--- src/rtl/conv_tempo_pkg.sv ---
// Shared constants, state encoding and stage-selection helpers for the
// sequential seconds-to-calendar converter.
package conv_tempo_pkg;

    localparam int W  = 32;
    localparam int QW = 8;

    localparam logic [W-1:0] ANO_SEG  = 32'd31536000;
    localparam logic [W-1:0] MES_SEG  = 32'd2592000;
    localparam logic [W-1:0] DIA_SEG  = 32'd86400;
    localparam logic [W-1:0] HORA_SEG = 32'd3600;
    localparam logic [W-1:0] MIN_SEG  = 32'd60;

    typedef enum logic [2:0] {
        IDLE  = 3'd0,
        ANOS  = 3'd1,
        MES   = 3'd2,
        DIAS  = 3'd3,
        HORAS = 3'd4,
        MIN   = 3'd5
    } estado_t;

    function automatic logic [W-1:0] unidade(estado_t s);
        case (s)
            ANOS:    return ANO_SEG;
            MES:     return MES_SEG;
            DIAS:    return DIA_SEG;
            HORAS:   return HORA_SEG;
            default: return MIN_SEG;
        endcase
    endfunction

    // Quotient slot owned by each stage; IDLE maps to a slot that is never bumped.
    function automatic logic [2:0] indice(estado_t s);
        case (s)
            ANOS:    return 3'd0;
            MES:     return 3'd1;
            DIAS:    return 3'd2;
            HORAS:   return 3'd3;
            MIN:     return 3'd4;
            default: return 3'd7;
        endcase
    endfunction

    function automatic estado_t proximo(estado_t s);
        case (s)
            ANOS:    return MES;
            MES:     return DIAS;
            DIAS:    return HORAS;
            HORAS:   return MIN;
            default: return IDLE;
        endcase
    endfunction

endpackage

--- src/rtl/conv_tempo_passo.sv ---
// Shared compare-subtract step: one instance serves every stage of the converter.
import conv_tempo_pkg::*;

module conv_tempo_passo (
    input  logic [W-1:0] rem,
    input  logic [W-1:0] unit,
    output logic         ge,
    output logic [W-1:0] rem_sub
);

    assign ge      = (rem >= unit);
    assign rem_sub = rem - unit;

endmodule

--- src/rtl/conv_tempo_seq.sv ---
// Sequential seconds -> anos/meses/dias/horas/minutos/segundos converter.
// Optional abort input enabled by defining CONV_TEMPO_ABORT_EN.
import conv_tempo_pkg::*;

module conv_tempo_seq (
    input  logic         clk,
    input  logic         rst,
    input  logic         start,
    input  logic [31:0]  in_seg,
`ifdef CONV_TEMPO_ABORT_EN
    input  logic         cancela,
`endif
    output logic         busy,
    output logic         done,
    output logic [31:0]  anos,
    output logic [31:0]  mes,
    output logic [31:0]  dias,
    output logic [31:0]  horas,
    output logic [31:0]  minutos,
    output logic [31:0]  segundos
);

    estado_t        state_reg;
    logic [W-1:0]   rem_reg;
    logic           ge;
    logic [W-1:0]   rem_sub;
    logic           acc;
    logic           aborta;
    logic [4:0]     inc;

    conv_tempo_passo u_passo (
        .rem     (rem_reg),
        .unit    (unidade(state_reg)),
        .ge      (ge),
        .rem_sub (rem_sub)
    );

    assign acc = (state_reg == IDLE) && start;

`ifdef CONV_TEMPO_ABORT_EN
    assign aborta = (state_reg != IDLE) && cancela;
`else
    assign aborta = 1'b0;
`endif

    // One working quotient per stage; only the active stage may count.
    genvar gi;
    generate
        for (gi = 0; gi < 5; gi++) begin : g_q
            logic [QW-1:0] q;
            assign inc[gi] = ge && !aborta && (indice(state_reg) == 3'(gi));
            always_ff @(posedge clk) begin
                if (rst || acc) begin
                    q <= '0;
                end else if (inc[gi]) begin
                    q <= q + QW'(1);
                end
            end
        end
    endgenerate

    always_ff @(posedge clk) begin
        if (rst) begin
            state_reg <= IDLE;
            rem_reg   <= '0;
            busy      <= 1'b0;
            done      <= 1'b0;
            anos      <= '0;
            mes       <= '0;
            dias      <= '0;
            horas     <= '0;
            minutos   <= '0;
            segundos  <= '0;
        end else begin
            done <= 1'b0;
            case (state_reg)
                IDLE: begin
                    if (start) begin
                        rem_reg   <= in_seg;
                        busy      <= 1'b1;
                        state_reg <= ANOS;
                    end
                end
                default: begin
                    if (aborta) begin
                        busy      <= 1'b0;
                        state_reg <= IDLE;
                    end else if (ge) begin
                        rem_reg <= rem_sub;
                    end else if (state_reg == MIN) begin
                        // Remainder below one minute is the seconds field.
                        anos      <= W'(g_q[0].q);
                        mes       <= W'(g_q[1].q);
                        dias      <= W'(g_q[2].q);
                        horas     <= W'(g_q[3].q);
                        minutos   <= W'(g_q[4].q);
                        segundos  <= rem_reg;
                        done      <= 1'b1;
                        busy      <= 1'b0;
                        state_reg <= IDLE;
                    end else begin
                        state_reg <= proximo(state_reg);
                    end
                end
            endcase
        end
    end

endmodule

--- config.mk ---
export PLATFORM = sky130hd
export DESIGN_NAME = conv_tempo_seq
export DESIGN_NICKNAME = d
export VERILOG_FILES = /design/src/rtl/conv_tempo_pkg.sv /design/src/rtl/conv_tempo_passo.sv /design/src/rtl/conv_tempo_seq.sv
export SDC_FILE = /design/constraint.sdc
export NUM_CORES = 1
export LEC_CHECK = 0
export BUFFER_PORTS_ARGS = -buffer_cell sky130_fd_sc_hd__buf_2
export CAP_MARGIN = 20
export CORE_ASPECT_RATIO = 1.1
export CORE_UTILIZATION = 45
export CTS_BUF_LIST = sky130_fd_sc_hd__clkbuf_16
export DETAILED_ROUTE_END_ITERATION = 10
export GPL_TIMING_DRIVEN = 0
export PLACE_DENSITY = 0.72
export SETUP_SLACK_MARGIN = 0.1
export SYNTH_ARGS = -nofsm -noshare
export SYNTH_HDL_FRONTEND = slang
export SYNTH_HIERARCHICAL = 1
export SYNTH_SLANG_ARGS = --single-unit
--- constraint.sdc ---
create_clock -name clk -period 4 [get_ports clk]
set_clock_uncertainty 0.1 [all_clocks]
set_input_delay 0.6 -clock clk [delete_from_list [all_inputs] [get_ports clk]]
set_output_delay 0.6 -clock clk [all_outputs]
set_load 0.005 [all_outputs]
==> results of run 1 <==
cell families after synthesis:
kind of cell,Yosys count,share of synthesized area
adder cells (fa/ha/maj),38,0.0539
XOR/XNOR,36,0.0352
buffers and inverters,259,0.165
flip-flops,149,0.333
other,1,0.000418
AO/OA/AOI/OAI,269,0.238
multiplexers,6,0.00670
AND/OR/NAND/NOR,254,0.169
metrics by stage:
stage	instance area, µm²	hold slack (ns)	power [µW]	TNS [ns]	std cells
after detailed placement	10300	0.359	3680	-65.74	1498
after floorplan	9460	0.352	3280	0	1144
after CTS	11100	0.376	5300	0	1531
final	11400	0.373	5450	0	1542
after global placement	10300	0.357	3660	-61.36	1498
after global routing	11400	0.385	5770	0	1542
worst max-delay path, cell delays in order (launching register included):
cell	delay, ns
dfxtp_1	0.31
or3_1	0.38
buf_6	0.16
buf_8	0.15
nand2_4	0.07
inv_1	0.04
ha_1	0.35
nor2_2	0.15
a211oi_2	0.06
o21ai_2	0.21
nand3_2	0.13
o21a_1	0.22
o21ai_2	0.16
a31oi_4	0.14
buf_6	0.16
and4bb_2	0.34
and2_4	0.17
buf_6	0.15
clkbuf_8	0.18
a22o_1	0.12
Yosys cell counts (2+ instances only):
library cell	instances
nand3_1	26
buf_4	121
and2_1	4
a21oi_2	3
dfxtp_1	149
nor4_1	3
inv_1	79
a2111oi_2	29
mux2i_1	6
buf_6	4
o31ai_1	16
or4_1	14
nand4b_1	4
a211o_1	2
o21a_1	6
nor2_1	39
nand4bb_1	3
o21bai_1	4
nand4_1	11
a2111oi_0	2
buf_1	9
nor2b_1	5
nor3b_1	65
xor2_1	14
and3_1	3
o21ai_1	3
or3_1	16
nand2b_1	12
ha_1	37
a22o_1	72
clkbuf_1	29
xnor2_1	22
a21oi_1	62
o21ai_0	35
nor3_1	7
a31oi_1	5
a21o_1	14
buf_2	17
nand2_1	36
area by class of cell:
| class | instances | area, µm² | area share |
|---|---|---|---|
| flip-flops and latches | 149 | 2990 | 0.263 |
| clock buffers | 17 | 425 | 0.0374 |
| multi-input cells | 736 | 5220 | 0.459 |
| repair buffers | 122 | 647 | 0.0569 |
| clock inverters | 15 | 148 | 0.0130 |
| well taps | 247 | 309 | 0.0272 |
| inverters | 79 | 297 | 0.0261 |
| plain buffers | 177 | 1340 | 0.118 |
layout by cell type (no fill, tap or decap), types with 11 or more instances in the layout:
cell and n:
buf_6 18, a22o_1 72, clkbuf_16 17, clkbuf_1 16
nand2b_1 11, a21o_1 14, nand2_1 34, o31ai_1 16
xor2_1 14, conb_1 133, a2111oi_2 29, ha_1 28
a21oi_1 62, nor2_1 33, buf_4 142, or4_1 13
dfxtp_1 147, buf_2 115, or3_1 16, nor3b_1 62
inv_1 79, xnor2_1 22, nand3_1 26, o21ai_0 33
nand4_1 11
worst paths after layout:
check | from | to | slack (ns) | cells after the start
setup / recovery | state_reg[0] | dias[4] | 0.20 | 19
setup reg to reg | state_reg[0] | dias[4] | 0.20 | 19
hold reg to reg | segundos[31] | segundos[31] | 0.37 | 1
hold / removal | segundos[31] | segundos[31] | 0.37 | 1
timing repair:
| action | 4_1_cts | 5_1_grt |
|---|---|---|
| pin swaps | 4 | 13 |
| setup endpoints to repair | 148 | 142 |
| setup buffers | 2 | 9 |
| gates cloned | 1 | 3 |
| resized for setup | 62 | 69 |
| hold buffers | 0 | 0 |
power by group through the flow:
stage	clock, µW	sequential (µW)	combinational [µW]
6_report	1560	1650	2240
4_1_cts	1590	1640	2070
3_5_place_dp	0	1670	2010
5_1_grt	1660	1660	2450
2_1_floorplan	0	1650	1630
3_3_place_gp	0	1670	1990
routing by layer:
layer / vias up / share of wire
met5: - / 0
met4: 0 / 0.016
met3: 28 / 0.054
met2: 233 / 0.49
met1: 3578 / 0.44
li1: 3932 / -
==> flow_summary.ini, run 1 <==
[outcome]
status = finished clean

[placed_design]
io_buffer_count = 107
dpl.hpwl_mm = 16.2
dpl_worst_slack_ns = -0.721
gp_congestion = 0.920

[critical_path]
arrival_ns = 4.08
end_kind = register
critical_path_class = reg -> reg
worst_setup_path_start_kind = register
crit_path_max_fanout = 10
worstPathRequired_ns = 4.27

[layout]
diodes = 0
area_growth_pct = 26.8
fin_util = 0.589
num-fill-cells = 1719
largest_register_ff_count = 40
num-nets-final = 1355
drive_gt1_frac = 0.301

[power]
power_leakage_uw = 0.00508
p_int_uw = 3410
ir_drop_uv = 336
clkPwrFrac = 0.286
power_density_nw_per_um2 = 480
power_frac_comb = 0.412
switchingPower_uw = 2040
swShare = 0.375
sequentialPowerShare = 0.302

[die]
fp.dieH_um = 150
rows = 53
core_um2 = 19300
die_x_um = 137
start_util = 0.465
pin_count = 229
die-area_um2 = 20500

[sta]
fin_crit_sh = 0.951
fmax_mhz = 263
worst_slew_pin_slew_ns = 0.829
fin_crit_ns = 3.80
rsz0062_at_grt = no
finalHoldViolations = 0
setup-violations-final = 0
slew_headroom = 0.447
setup_ws_ns = 0.197
drv_slew = 0

[clocking]
clk_pin_slew_ns = 0.06
cts.sinks = 149
tritoncts = yes
clock_latency_ns = 0.44
cts_buffers = 17
cts_buffer_depth = 2
htree_num_levels = 4
cts-root-buf = clkbuf_16

[global_routing]
met3_usage = 0.0373
grt_pass1_wl_mm = 34.5
gr-total-overflow = 0
use_met2 = 0.368
grt_pass1_vias = 7013
grt_util_all_layers = 0.214
grt_max_degree = 17
antenna_found_initial = 0
busiest_layer = met2
use_met1 = 0.267

[synthesis]
async_flop_share = 0
synth.ff_latch_count = 149
yosysUniqueCellTypes = 63
yosys_warnings = 6
synth_area_per_cell_um2 = 8.86
synth.cell_area_um2 = 8970
seq_area_frac_synth = 0.333
synth_top_area_frac = 0.333
synth-edff-count = 0
synth_ff_type = dfxtp_1
synth_cells = 1012
yosysTopAreaCell = dfxtp_1
yosys-top-cells-area = dfxtp_1 33%, buf_4 10%, a22o_1 7.0%

[route]
routed_wl_mm = 22.2
via_per_inst = 5.04
route.detailed.drc = 0
vias = 7771
dr.pass1.iters = 5
ant_nets = 0
drtIter0Drc = 408
routedWlPerCell_um = 14.4

[flow_run]
maxCapViolations = 0

[hold_path]
min_path_type = reg -> reg
Note: power is estimated with default switching activity, not from simulation.
==> run 2, diff against run 1 <==
Settings changed: MAX_ROUTING_LAYER from default to met4.
Clock period 4 ns to 3.1 ns, I/O delays scaled along.
==> run 2 against run 1 <==
Against the previous run:
- the run now ends with setup timing left
- maximum frequency shrank 2.2%
- final area grew 17%
- clock-buffer cell count is the same
- total power grew 53%
- global-route usage grew 3.0 points
- clock power grew 33%
- sequential power grew 30%
- sequential share of layout area shrank 3.7 points
- sequential cell count is the same
- worst setup slack lost 0.99 ns
- combinational power grew 85%
- wire length grew 26%
- critical path type unchanged
- critical endpoint is now rem_reg[29]
- highest routed layer unchanged
==> flow_summary.ini, run 2 (synthesis gave the netlist of run 1 again) <==
[critical_path]
critPathBufInv = 8
reg2reg_from = state_reg[1]
r2r_slack_ns = -0.79
ff2ff_path_depth = 18
path_cells = buf_6 > buf_4 > nand2b_4 > a21oi_1 > inv_1 > ha_4 > a21oi_2 > o21ai_0 > o21ai_0 > a21o_1 > a31oi_4 > buf_6 > buf_6 > buf_4 > buf_6 > buf_4 > nor3b_1 > a2111oi_0
critical_path_class = reg -> reg
r2r-end = rem_reg[29]
crit_top_cell = buf_6
crit_path_max_fanout = 5
max_stage_delay_ns = 0.47
cp_top_family = compound AO/OA/AOI/OAI gates
arrival_ns = 4.06
end_kind = register
worstPathRequired_ns = 3.28
worst_setup_path_start_kind = register
cp_slowest_cell = a2111oi_0

[clocking]
tritoncts = yes
cts_buffers = 17
clk_pin_slew_ns = 0.07
cts_buffer_depth = 2
htree_num_levels = 4
cts-root-buf = clkbuf_16
cts.sinks = 149
clock_latency_ns = 0.43

[global_routing]
grt_pass1_wl_mm = 38.6
grt_pass1_vias = 7755
gr-total-overflow = 0
grt_util_all_layers = 0.245
grt_max_degree = 17
antenna_found_initial = 0

[layout]
diodes = 0
layout_commonest_cell = buf_4
drive_gt1_frac = 0.399
final_cell_mix = 168 x buf_4, 146 x dfxtp_1, 133 x conb_1, 111 x buf_2, 74 x inv_1
stdcell_count = 1605
num-nets-final = 1418
area_growth_pct = 47.8
largest_register_ff_count = 40

[route]
via_per_inst = 5.40
routedWlPerCell_um = 17.4
routed_wl_mm = 28.0
dr.max_layer_used = met4
routed-wl-met3_mm = 1.70
vias = 8674
dr.pass1.iters = 6
route.met2.wl_mm = 14.1
m1WireLength_mm = 11.1
drtIter0Drc = 673
route.detailed.drc = 0
ant_nets = 0

[power]
ir_drop_uv = 484
switchingPower_uw = 3270
swShare = 0.391
sequentialPowerShare = 0.257
power_density_nw_per_um2 = 631
clkPwrFrac = 0.248
p_int_uw = 5090
power_frac_comb = 0.495
power_uw = 8370
power_leakage_uw = 0.00577

[die]
core_um2 = 19300
die_x_um = 137
rows = 53
pin_count = 229
die-area_um2 = 20500
fp.dieH_um = 150
start_util = 0.465

[sta]
slew_headroom = 0.225
fmax_mhz = 257
fin_crit_ns = 3.89
worst_slew_pin_slew_ns = 1.16
fin_crit_sh = 1.25
finalHoldViolations = 0
rsz0062_at_grt = yes
setup-violations-final = 149
setup_ws_ns = -0.789
drv_slew = 0

[placed_design]
dpl.hpwl_mm = 16.3
place_inst = 1498
io_buffer_count = 107
gp_congestion = 0.982

[hold_path]
hold_start = mes[2]
min_path_type = reg -> reg
hold_depth = 1
hold_path_end = mes[2]

[outcome]
status = finished with violations
violations = setup timing

[flow_run]
maxCapViolations = 0
[run 2: cell count changes in the layout (fill, tap and decap cells not counted), sizes merged]
cell | previous run | this run
clkinvlp | 4 | 2
bufinv | 1 | 2
buf | 279 | 330
clkbuf | 37 | 49
clkinv | 5 | 6
[run 2: how the worst max path moves through the flow]
stage	from	to	slack, ns	depth (start not counted)
2_1_floorplan	state_reg[1]	dias[2]	-0.25	19
3_3_place_gp	state_reg[1]	horas[5]	-1.11	16
3_5_place_dp	state_reg[1]	minutos[2]	-1.14	16
4_1_cts	state_reg[0]	segundos[11]	-0.43	19
5_1_grt	state_reg[0]	rem_reg[29]	-0.94	19
6_report	state_reg[1]	rem_reg[29]	-0.79	18
[run 2: per-stage QoR]
| stage | worst slack [ns] | hold WS, ns | util | instance area (µm²) | TNS [ns] |
|---|---|---|---|---|---|
| 2_1_floorplan | -0.248 | 0.352 | - | 9750 | -22.47 |
| 3_3_place_gp | -1.11 | 0.355 | 0.549 | 10600 | -128.63 |
| 3_5_place_dp | -1.14 | 0.358 | 0.549 | 10600 | -135.38 |
| 4_1_cts | -0.434 | 0.347 | 0.633 | 12200 | -54.08 |
| 5_1_grt | -0.942 | 0.386 | 0.687 | 13300 | -117.12 |
| 6_report | -0.789 | 0.372 | 0.687 | 13300 | -102.93 |
[run 2: area by class of cell]
| type | instances | area (µm²) |
|---|---|---|
| multi-input combinational | 736 | 6120 |
| fill | 1399 | 6040 |
| sequential | 149 | 2990 |
| buffer | 176 | 1570 |
| timing repair buffer | 186 | 1390 |
| clock buffer | 17 | 425 |
| tap | 247 | 309 |
| inverter | 79 | 299 |
| clock inverter | 15 | 154 |
[run 2: timing repair]
| action | CTS | global route |
|---|---|---|
| endpoints found under the setup margin | 149 | 149 |
| endpoints found under the hold margin | 0 | 0 |
| buffers inserted | 38 | 26 |
| gates cloned | 9 | 8 |
| pin swaps | 42 | 49 |
| resized for setup | 135 | 126 |
| hold buffers | 0 | 0 |
[run 2: worst register-to-register path, stage by stage (launching register included)]
cell and delay [ns]:
dfxtp_4 0.35, buf_6 0.13, buf_4 0.14, nand2b_4 0.16, a21oi_1 0.23, inv_1 0.13
ha_4 0.26, a21oi_2 0.25, o21ai_0 0.15, o21ai_0 0.25, a21o_1 0.22, a31oi_4 0.12
buf_6 0.14, buf_6 0.12, buf_4 0.13, buf_6 0.11, buf_4 0.15, nor3b_1 0.15
a2111oi_0 0.47
[run 2: power groups by stage]
stage          combinational [µW]  clock (µW)  sequential (µW)
6_report                     4140        2080             2150
5_1_grt                      4380        2170             2160
4_1_cts                      3360        2080             2140
3_5_place_dp                 2700           0             2160
3_3_place_gp                 2680           0             2160
2_1_floorplan                2220           0             2130
[run 2: layer usage]
metal / vias up / GRT usage
met2: 426 / 0.418
met1: 4107 / 0.285
met4: 0 / 0.104
li1: 4049 / -
met5: - / -
met3: 92 / 0.0342
